[src/rtl/red_pitaya_pid_out_stage.sv]
// PID output conditioning: offset with saturation, [min,max] clamp, slew limiter,
// and debounced/sticky rail flags that feed PID anti-windup.
module red_pitaya_pid_out_stage #(
   parameter int DW        = 14,
   parameter int SLEW_BITS = 14,
   parameter int RDLY_BITS = 16
) (
   input  logic                 clk_i,
   input  logic                 rstn_i,
   input  logic [DW-1:0]        dat_i,
   input  logic [DW-1:0]        set_offset_i,
   input  logic [DW-1:0]        set_min_i,
   input  logic [DW-1:0]        set_max_i,
   input  logic [SLEW_BITS-1:0] set_slew_i,
   input  logic [RDLY_BITS-1:0] set_rdly_i,
   input  logic                 freeze_i,
   input  logic                 sticky_clr_i,
   output logic [DW-1:0]        dat_o,
   output logic [1:0]           railed_o,
   output logic [1:0]           rail_sticky_o,
   output logic                 cfg_err_o
);

   localparam int SW = ((DW > SLEW_BITS) ? DW : SLEW_BITS) + 2;

   function automatic logic signed [DW-1:0] sat_add(input logic signed [DW-1:0] a,
                                                    input logic signed [DW-1:0] b);
      logic signed [DW:0] sum;
      sum = {a[DW-1], a} + {b[DW-1], b};
      if (sum[DW] != sum[DW-1])
         sat_add = sum[DW] ? {1'b1, {(DW-1){1'b0}}} : {1'b0, {(DW-1){1'b1}}};
      else
         sat_add = sum[DW-1:0];
   endfunction

   logic signed [DW-1:0]  s1_r;
   logic signed [DW-1:0]  t_r;
   logic signed [DW-1:0]  y_r;
   logic [1:0]            pin_r;
   logic                  cfg_err_r;
   logic [RDLY_BITS-1:0]  cnt_r [2];
   logic [1:0]            railed_r;
   logic [1:0]            sticky_r;

   logic signed [DW-1:0]  min_s, max_s, lo_s, hi_s, t_s, y_nx_s;
   logic                  cfg_err_s;
   logic [1:0]            pin_s;
   logic signed [SW-1:0]  t_x_s, y_x_s, slew_x_s, diff_s, step_s;
   logic [RDLY_BITS-1:0]  cnt_nx_s [2];
   logic [1:0]            railed_nx_s, sticky_nx_s;

   // S2 clamp: an inverted window collapses to lo=hi=min
   always_comb begin
      min_s     = $signed(set_min_i);
      max_s     = $signed(set_max_i);
      cfg_err_s = (min_s > max_s);
      lo_s      = min_s;
      hi_s      = cfg_err_s ? min_s : max_s;
      if (s1_r > hi_s)
         t_s = hi_s;
      else if (s1_r < lo_s)
         t_s = lo_s;
      else
         t_s = s1_r;
      pin_s[1] = (s1_r >= hi_s);
      pin_s[0] = (s1_r <= lo_s);
   end

   // S3 slew limiter; a step never passes t so the result fits DW bits
   always_comb begin
      t_x_s    = {{(SW-DW){t_r[DW-1]}}, t_r};
      y_x_s    = {{(SW-DW){y_r[DW-1]}}, y_r};
      slew_x_s = $signed({{(SW-SLEW_BITS){1'b0}}, set_slew_i});
      diff_s   = t_x_s - y_x_s;
      step_s   = t_x_s;
      if (freeze_i)
         step_s = y_x_s;
      else if (set_slew_i == {SLEW_BITS{1'b0}})
         step_s = t_x_s;
      else if (diff_s > slew_x_s)
         step_s = y_x_s + slew_x_s;
      else if (diff_s < -slew_x_s)
         step_s = y_x_s - slew_x_s;
      else
         step_s = t_x_s;
      y_nx_s = step_s[DW-1:0];
   end

   // rail debounce counters and sticky flags
   always_comb begin
      for (int k = 0; k < 2; k++) begin
         if (!pin_r[k])
            cnt_nx_s[k] = {RDLY_BITS{1'b0}};
         else if (cnt_r[k] == {RDLY_BITS{1'b1}})
            cnt_nx_s[k] = cnt_r[k];
         else
            cnt_nx_s[k] = cnt_r[k] + {{(RDLY_BITS-1){1'b0}}, 1'b1};
         railed_nx_s[k] = pin_r[k] && (cnt_r[k] >= set_rdly_i);
         sticky_nx_s[k] = railed_nx_s[k] | (sticky_r[k] & ~(sticky_clr_i & ~railed_r[k]));
      end
   end

   // pipeline and flag registers
   always_ff @(posedge clk_i or negedge rstn_i) begin
      if (!rstn_i) begin
         s1_r      <= {DW{1'b0}};
         t_r       <= {DW{1'b0}};
         y_r       <= {DW{1'b0}};
         pin_r     <= 2'b00;
         cfg_err_r <= 1'b0;
         cnt_r[0]  <= {RDLY_BITS{1'b0}};
         cnt_r[1]  <= {RDLY_BITS{1'b0}};
         railed_r  <= 2'b00;
         sticky_r  <= 2'b00;
      end else begin
         s1_r      <= sat_add($signed(dat_i), $signed(set_offset_i));
         t_r       <= t_s;
         y_r       <= y_nx_s;
         pin_r     <= pin_s;
         cfg_err_r <= cfg_err_s;
         cnt_r[0]  <= cnt_nx_s[0];
         cnt_r[1]  <= cnt_nx_s[1];
         railed_r  <= railed_nx_s;
         sticky_r  <= sticky_nx_s;
      end
   end

   assign dat_o         = y_r;
   assign railed_o      = railed_r;
   assign rail_sticky_o = sticky_r;
   assign cfg_err_o     = cfg_err_r;

endmodule

[config.mk]
export PLATFORM = sky130hd
export DESIGN_NAME = red_pitaya_pid_out_stage
export DESIGN_NICKNAME = d
export VERILOG_FILES = /design/src/rtl/red_pitaya_pid_out_stage.sv
export SDC_FILE = /design/constraint.sdc
export NUM_CORES = 1
export LEC_CHECK = 0
export ABC_AREA = 1
export ABC_CLOCK_PERIOD_IN_PS = 9100
export BUFFER_PORTS_ARGS = -buffer_cell sky130_fd_sc_hd__buf_2
export CAP_MARGIN = 15
export CELL_PAD_IN_SITES_DETAIL_PLACEMENT = 1
export CELL_PAD_IN_SITES_GLOBAL_PLACEMENT = 1
export CORE_AREA = 2 2 160 162
export DETAILED_ROUTE_END_ITERATION = 8
export DIE_AREA = 0 0 162 164
export GPL_TIMING_DRIVEN = 1
export PLACE_DENSITY = 0.85
export SLEW_MARGIN = 20
export SYNTH_ARGS = -nofsm -noshare
export SYNTH_HDL_FRONTEND = slang
export SYNTH_SLANG_ARGS = --single-unit
export TNS_END_PERCENT = 50
[constraint.sdc]
create_clock -name clk_i -period 9.1 [get_ports clk_i]
set_clock_uncertainty 0.05 [all_clocks]
set_input_delay 0 -clock clk_i [delete_from_list [all_inputs] [get_ports clk_i]]
set_output_delay 0 -clock clk_i [all_outputs]
set_load 0.01 [all_outputs]
After elaboration in Yosys (flattened, before gate mapping)
Index checks and enable logic that the tools add are counted.

Bits in registers: 81. Input bits: 90. Output and inout bits: 19.

$add $sub $neg: 7. $lt $le $gt $ge: 9. Equal/unequal tests: 5. Muxes and demuxes: 12. Bitwise logic cells: 10. Reductions and logical operators: 3.

Operators by type and width (number): $mux W14 (8); $mux W16 (4); $add A16 B1 Y16 const B (2); $eq A16 B16 Y1 const B (2); $ge A16 B16 Y1 (2); $gt A14 B14 Y1 (2); $lt A15 B16 Y1 (1); $neg A14 Y16 (1); $add A14 B14 Y15 (1); $gt A15 B15 Y1 (1); $sub A14 B14 Y15 (1); $add A14 B14 Y14 (1); $ge A14 B14 Y1 (1); $le A14 B14 Y1 (1); $logic_not A14 Y1 (1); $lt A14 B14 Y1 (1); $sub A14 B14 Y14 (1); $and A1 B1 Y1 (4); $ne A2 B2 Y1 const B (2); $not A1 Y1 (4); $logic_and A1 B1 Y1 (2); $or A1 B1 Y1 (2); $ne A1 B1 Y1 (1).

Longest topological paths before layout
Word-level depth: 5. Mapped depth: 26. Depth with buffers taken out: 26.

Worst setup path before layout
No wires, ideal clock.

Path type: reg2reg. Start: register y_r[1], in the netlist dat_o[1]. End: register y_r[7], in the netlist dat_o[7]. Library setup time: 0.118 ns. Arrival time: 3.107 ns. Required time: 8.932 ns. Slack: 5.825 ns. Stages on the path, launching flop included: 21. Path buffers: 0. Cells stage by stage: dfrtp_1 > inv_1 > ha_1 > nand3_1 > nand2_1 > inv_1 > o221ai_1 > a21boi_0 > o21ai_0 > xor2_1 > ha_1 > a21oi_1 > a21oi_1 > nor2_1 > nand3_1 > nand2_2 > nand2_1 > nand2_1 > nand2_1 > nand3_1 > nand2_1.

Longest elaborated chain between the ends: 5. Elaborated cells on any way between the ends: 8. Classes of those cells: add/sub: 3; order compare: 2; mux: 3.

RTL lines: start, declared (RTL line 38) `logic signed [DW-1:0] y_r;`; start signal, assigned (RTL line 108) `y_r <= {DW{1'b0}};`; start signal, assigned (RTL line 118) `y_r <= y_nx_s;`; $sub A14 B14 Y15 (RTL line 74) `diff_s = t_x_s - y_x_s;`; $lt A15 B16 Y1 (RTL line 82) `else if (diff_s < -slew_x_s)`; $mux W14 (RTL line 82); $mux W14 * (RTL line 80) `else if (diff_s > slew_x_s)`; $mux W14 * (RTL line 78) `else if (set_slew_i == {SLEW_BITS{1'b0}})`.

Mark *: on every way between the ends. The rest lies on a longest branch, timed or not. A chain may end at the register's enable or synchronous reset.

Worst setup path in the final report
Start: input port set_max_i[5]. End: register t_r[11].

Longest elaborated chain between the ends: 4.

RTL lines: start, declared (RTL line 13) `input logic [DW-1:0] set_max_i,`; $gt A14 B14 Y1 (RTL line 56) `cfg_err_s = (min_s > max_s);`; $mux W14 * (RTL line 58) `hi_s = cfg_err_s ? min_s : max_s;`; $gt A14 B14 Y1 (RTL line 59) `if (s1_r > hi_s)`; $mux W14 * (RTL line 59); via t_s[11] (RTL line 45) `logic signed [DW-1:0] min_s, max_s, lo_s, hi_s, t_s, y_nx_s;`; end signal, assigned (RTL line 107) `t_r <= {DW{1'b0}};`; end signal, assigned (RTL line 117) `t_r <= t_s;`; end, declared (RTL line 37) `logic signed [DW-1:0] t_r;`.

Mark *: on every way through the listed nets, which the timed path passes. The rest lies on a longest branch.

==> results.yml <==
power:
  peakVddDrop_mv: 0.162
  p_leak_uw: 0.00621
  p_per_area_mw_per_mm2: 383
  total_power_uw: 4240
global_routing:
  grt_pass1_wl_mm: 54.2
  grt_max_degree: 72
  grtUsageTotal_pct: 25.4
  grt_overflow: 0
  grt_pass1_vias: 10824
  antenna_found_initial: 0
setup_path:
  crit_top_cell: "nand2_1"
  cp.required_ns: 9.29
  critPathArrivalTime_ns: 4.91
  startpoint: "set_max_i[5]"
  slowest_delay_ns: 0.52
  cp-start-kind: "input pin"
  path_max_fanout: 17
  r2r_start: "dat_o[6]$_DFFE_PN0N_"
  worstSetupPathType: "input pin to flip-flop"
  worstSetupEndpointType: "flip-flop"
  cp_slowest_cell: "dlygate4sd3_1"
yosys:
  synth_edf_count: 0
  yosysMostFrequentCell: "nand2_1"
  ys_seq_elements: 81
  yosys_warnings: 0
  async_flop_share_pct: 100
  ys.flop_type: "dfrtp_1"
  syn_inst: 1466
  synth-seq-area-share_pct: 20.6
  syn-num-nets: 1720
  ys_types: 51
  syn-cell-area_sq_mm: 0.00983
  netlist.area_leader.share_pct: 20.6
  syn_area_per_cell_sq_um: 6.71
  synth_common_cells: "405 x nand2_1, 221 x inv_1, 160 x ha_1"
  yosys.area.top_type: "dfrtp_1"
  synthTopCellsByArea: "dfrtp_1 21%, ha_1 20%, nand2_1 15%"
timing:
  finalMaxSlewViolations: 0
  hold_viol: 0
  setup_violations: 0
  fin_crit_sh_pct: 51.9
  slew_headroom_pct: 33.5
  tns_ns: 0
  rsz0062_at_grt: "no"
  worstMarginPinSlew_ns: 0.997
  fmax_ghz: 0.212
  period_minus_slack_ns: 4.72
floorplan:
  rows: 58
  die-area_sq_mm: 0.0266
  die_w_um: 162
  io_pins: 109
  core_sq_mm: 0.0248
  fp.dieH_um: 164
  initial_utilization_pct: 39.6
final_layout:
  insertedDiodeCount: 0
  syn2layout_area_growth_pct: 12.6
  drive_above_1_share_pct: 9.89
  nNetsFinal: 1827
  n_fill_cell: 3373
  final_cells: 1907
  fin_util_pct: 44.6
detailed_routing:
  wl_per_cell_um: 17.2
  vias: 10252
  ant_nets: 0
  drt_first_pass_iters: 5
  finalWirelength_mm: 32.8
  drt_first_iter_violations: 579
  drcViolationCount: 0
  via_per_inst: 5.38
clock_network:
  root_buffer: "clkbuf_16"
  htreeDepth: 3
  clock_sinks: 81
  clk_pin_slew_ns: 0.06
  cts.repair.resized: 0
  cts_buffers: 9
  ctsLongestPathBuffers: 2
  cts_tree: "done"
  clock_latency_ns: 0.36
place:
  io_buffers: 108
  hpwl_mm: 27.2
  gp_congestion: 0.921
  dp_cells: 1883
hold_path:
  hp-class: "input pin to flip-flop"
  min_from: "set_max_i[1]"
run:
  drv_cap: 0
outcome:
  outcome: "finished clean"
==> placed cells by master, fill, tap and decap left out, types with 4 or more instances in the layout <==
cell           count
nand2_1          405
inv_1            221
ha_1             160
nand3_1          130
buf_2            107
a21oi_1          100
nor2_1            94
dfrtp_1           81
o21ai_0           47
xor2_1            45
nand4_1           27
nor3_1            25
clkbuf_16          9
dlygate4sd3_1      9
xnor2_1            8
a31oi_1            7
nand2_2            7
a211oi_1           7
nand3_2            5
o21bai_1           5
inv_2              5
nor3_2             5
or2_1              5
o211ai_1           4
o21a_1             4
nand3b_1           4
a21o_1             4
nor4_1             4
fa_1               4
==> routing by layer <==
layer / track usage, % / vias up / routed length, um
li1: - / 5035 / -
met1: 30.8 / 4911 / 14000
met2: 45.8 / 235 / 16300
met3: 3.54 / 71 / 1390
met4: 9.49 / 0 / 1110
met5: 0 / - / 0
==> logic make-up (layout without fill, tap and decap cells) <==
kind of cell | count (synthesis) | count (layout) | synth area share [%]
compound gates | 200 | 200 | 11.7
xor+xnor | 53 | 53 | 4.72
fa+ha+maj | 164 | 164 | 21.2
buf+inv | 248 | 359 | 9.91
flops | 81 | 81 | 20.6
simple gates | 720 | 720 | 31.9
==> report_power, final <==
part,switching (uW),total [uW],internal [uW]
Clock,158,397,239
Combinational,2140,3240,1100
Sequential,147,611,464
Total,2440,4240,1800
==> final timing paths <==
| kind | to | slack (ns) | cells after the start |
|---|---|---|---|
| max | t_r[11]$_DFF_PN0_ | 4.38 | 25 |
| min | t_r[1]$_DFF_PN0_ | 0.001 | 5 |
| max reg2reg | dat_o[13]$_DFFE_PN0N_ | 4.65 | 18 |
| min reg2reg | rail_sticky_o[1]$_DFF_PN0_ | 0.45 | 2 |
| max in group asynchronous | s1_r[8]$_DFF_PN0_ | 7.95 | 3 |
| min in group asynchronous | rail_sticky_o[0]$_DFF_PN0_ | 0.37 | 3 |
==> what timing repair did <==
action	4_1_cts	5_1_grt
buffers inserted	0	0
endpoints found under the setup margin	0	0
hold buffers	9	0
hold endpoints to repair	17	0
==> final cells by class <==
type                            count  area (sq um)  area share (%)
Clock buffer                       10           229            2.07
Tap cell                          330           413            3.73
Inverter                          226           848            7.66
Multi-Input combinational cell   1137          6830            61.7
Timing Repair Buffer              118           641            5.79
Clock inverter                      5          81.3           0.735
Sequential cell                    81          2030            18.3
==> flip-flops by register name (all words and copies together) (netlist names) <==
register	count
cfg_err_o	1
cnt_r	32
dat_o	14
pin_r	2
rail_sticky_o	2
railed_o	2
s1_r	14
t_r	14
==> stage by stage <==
stage	worst slack, ns	instance area, sq um	hold WS, ns
after floorplan	5.83	9830	-0.346
after global placement	4.86	10700	-0.206
after detailed placement	4.58	10700	-0.204
after CTS	4.54	11100	0.000728
after global routing	3.96	11100	0.0381
final	4.38	11100	0.00125
==> worst max-delay path, delay by kind of cell <==
family                   cells  cell delay [ns]
adder cells (fa/ha/maj)      2             0.54
buffers and inverters        5             1.60
AO/OA/AOI/OAI                5             0.73
AND/OR/NAND/NOR             13             2.05
No activity file was read; power rests on OpenSTA's default activity.
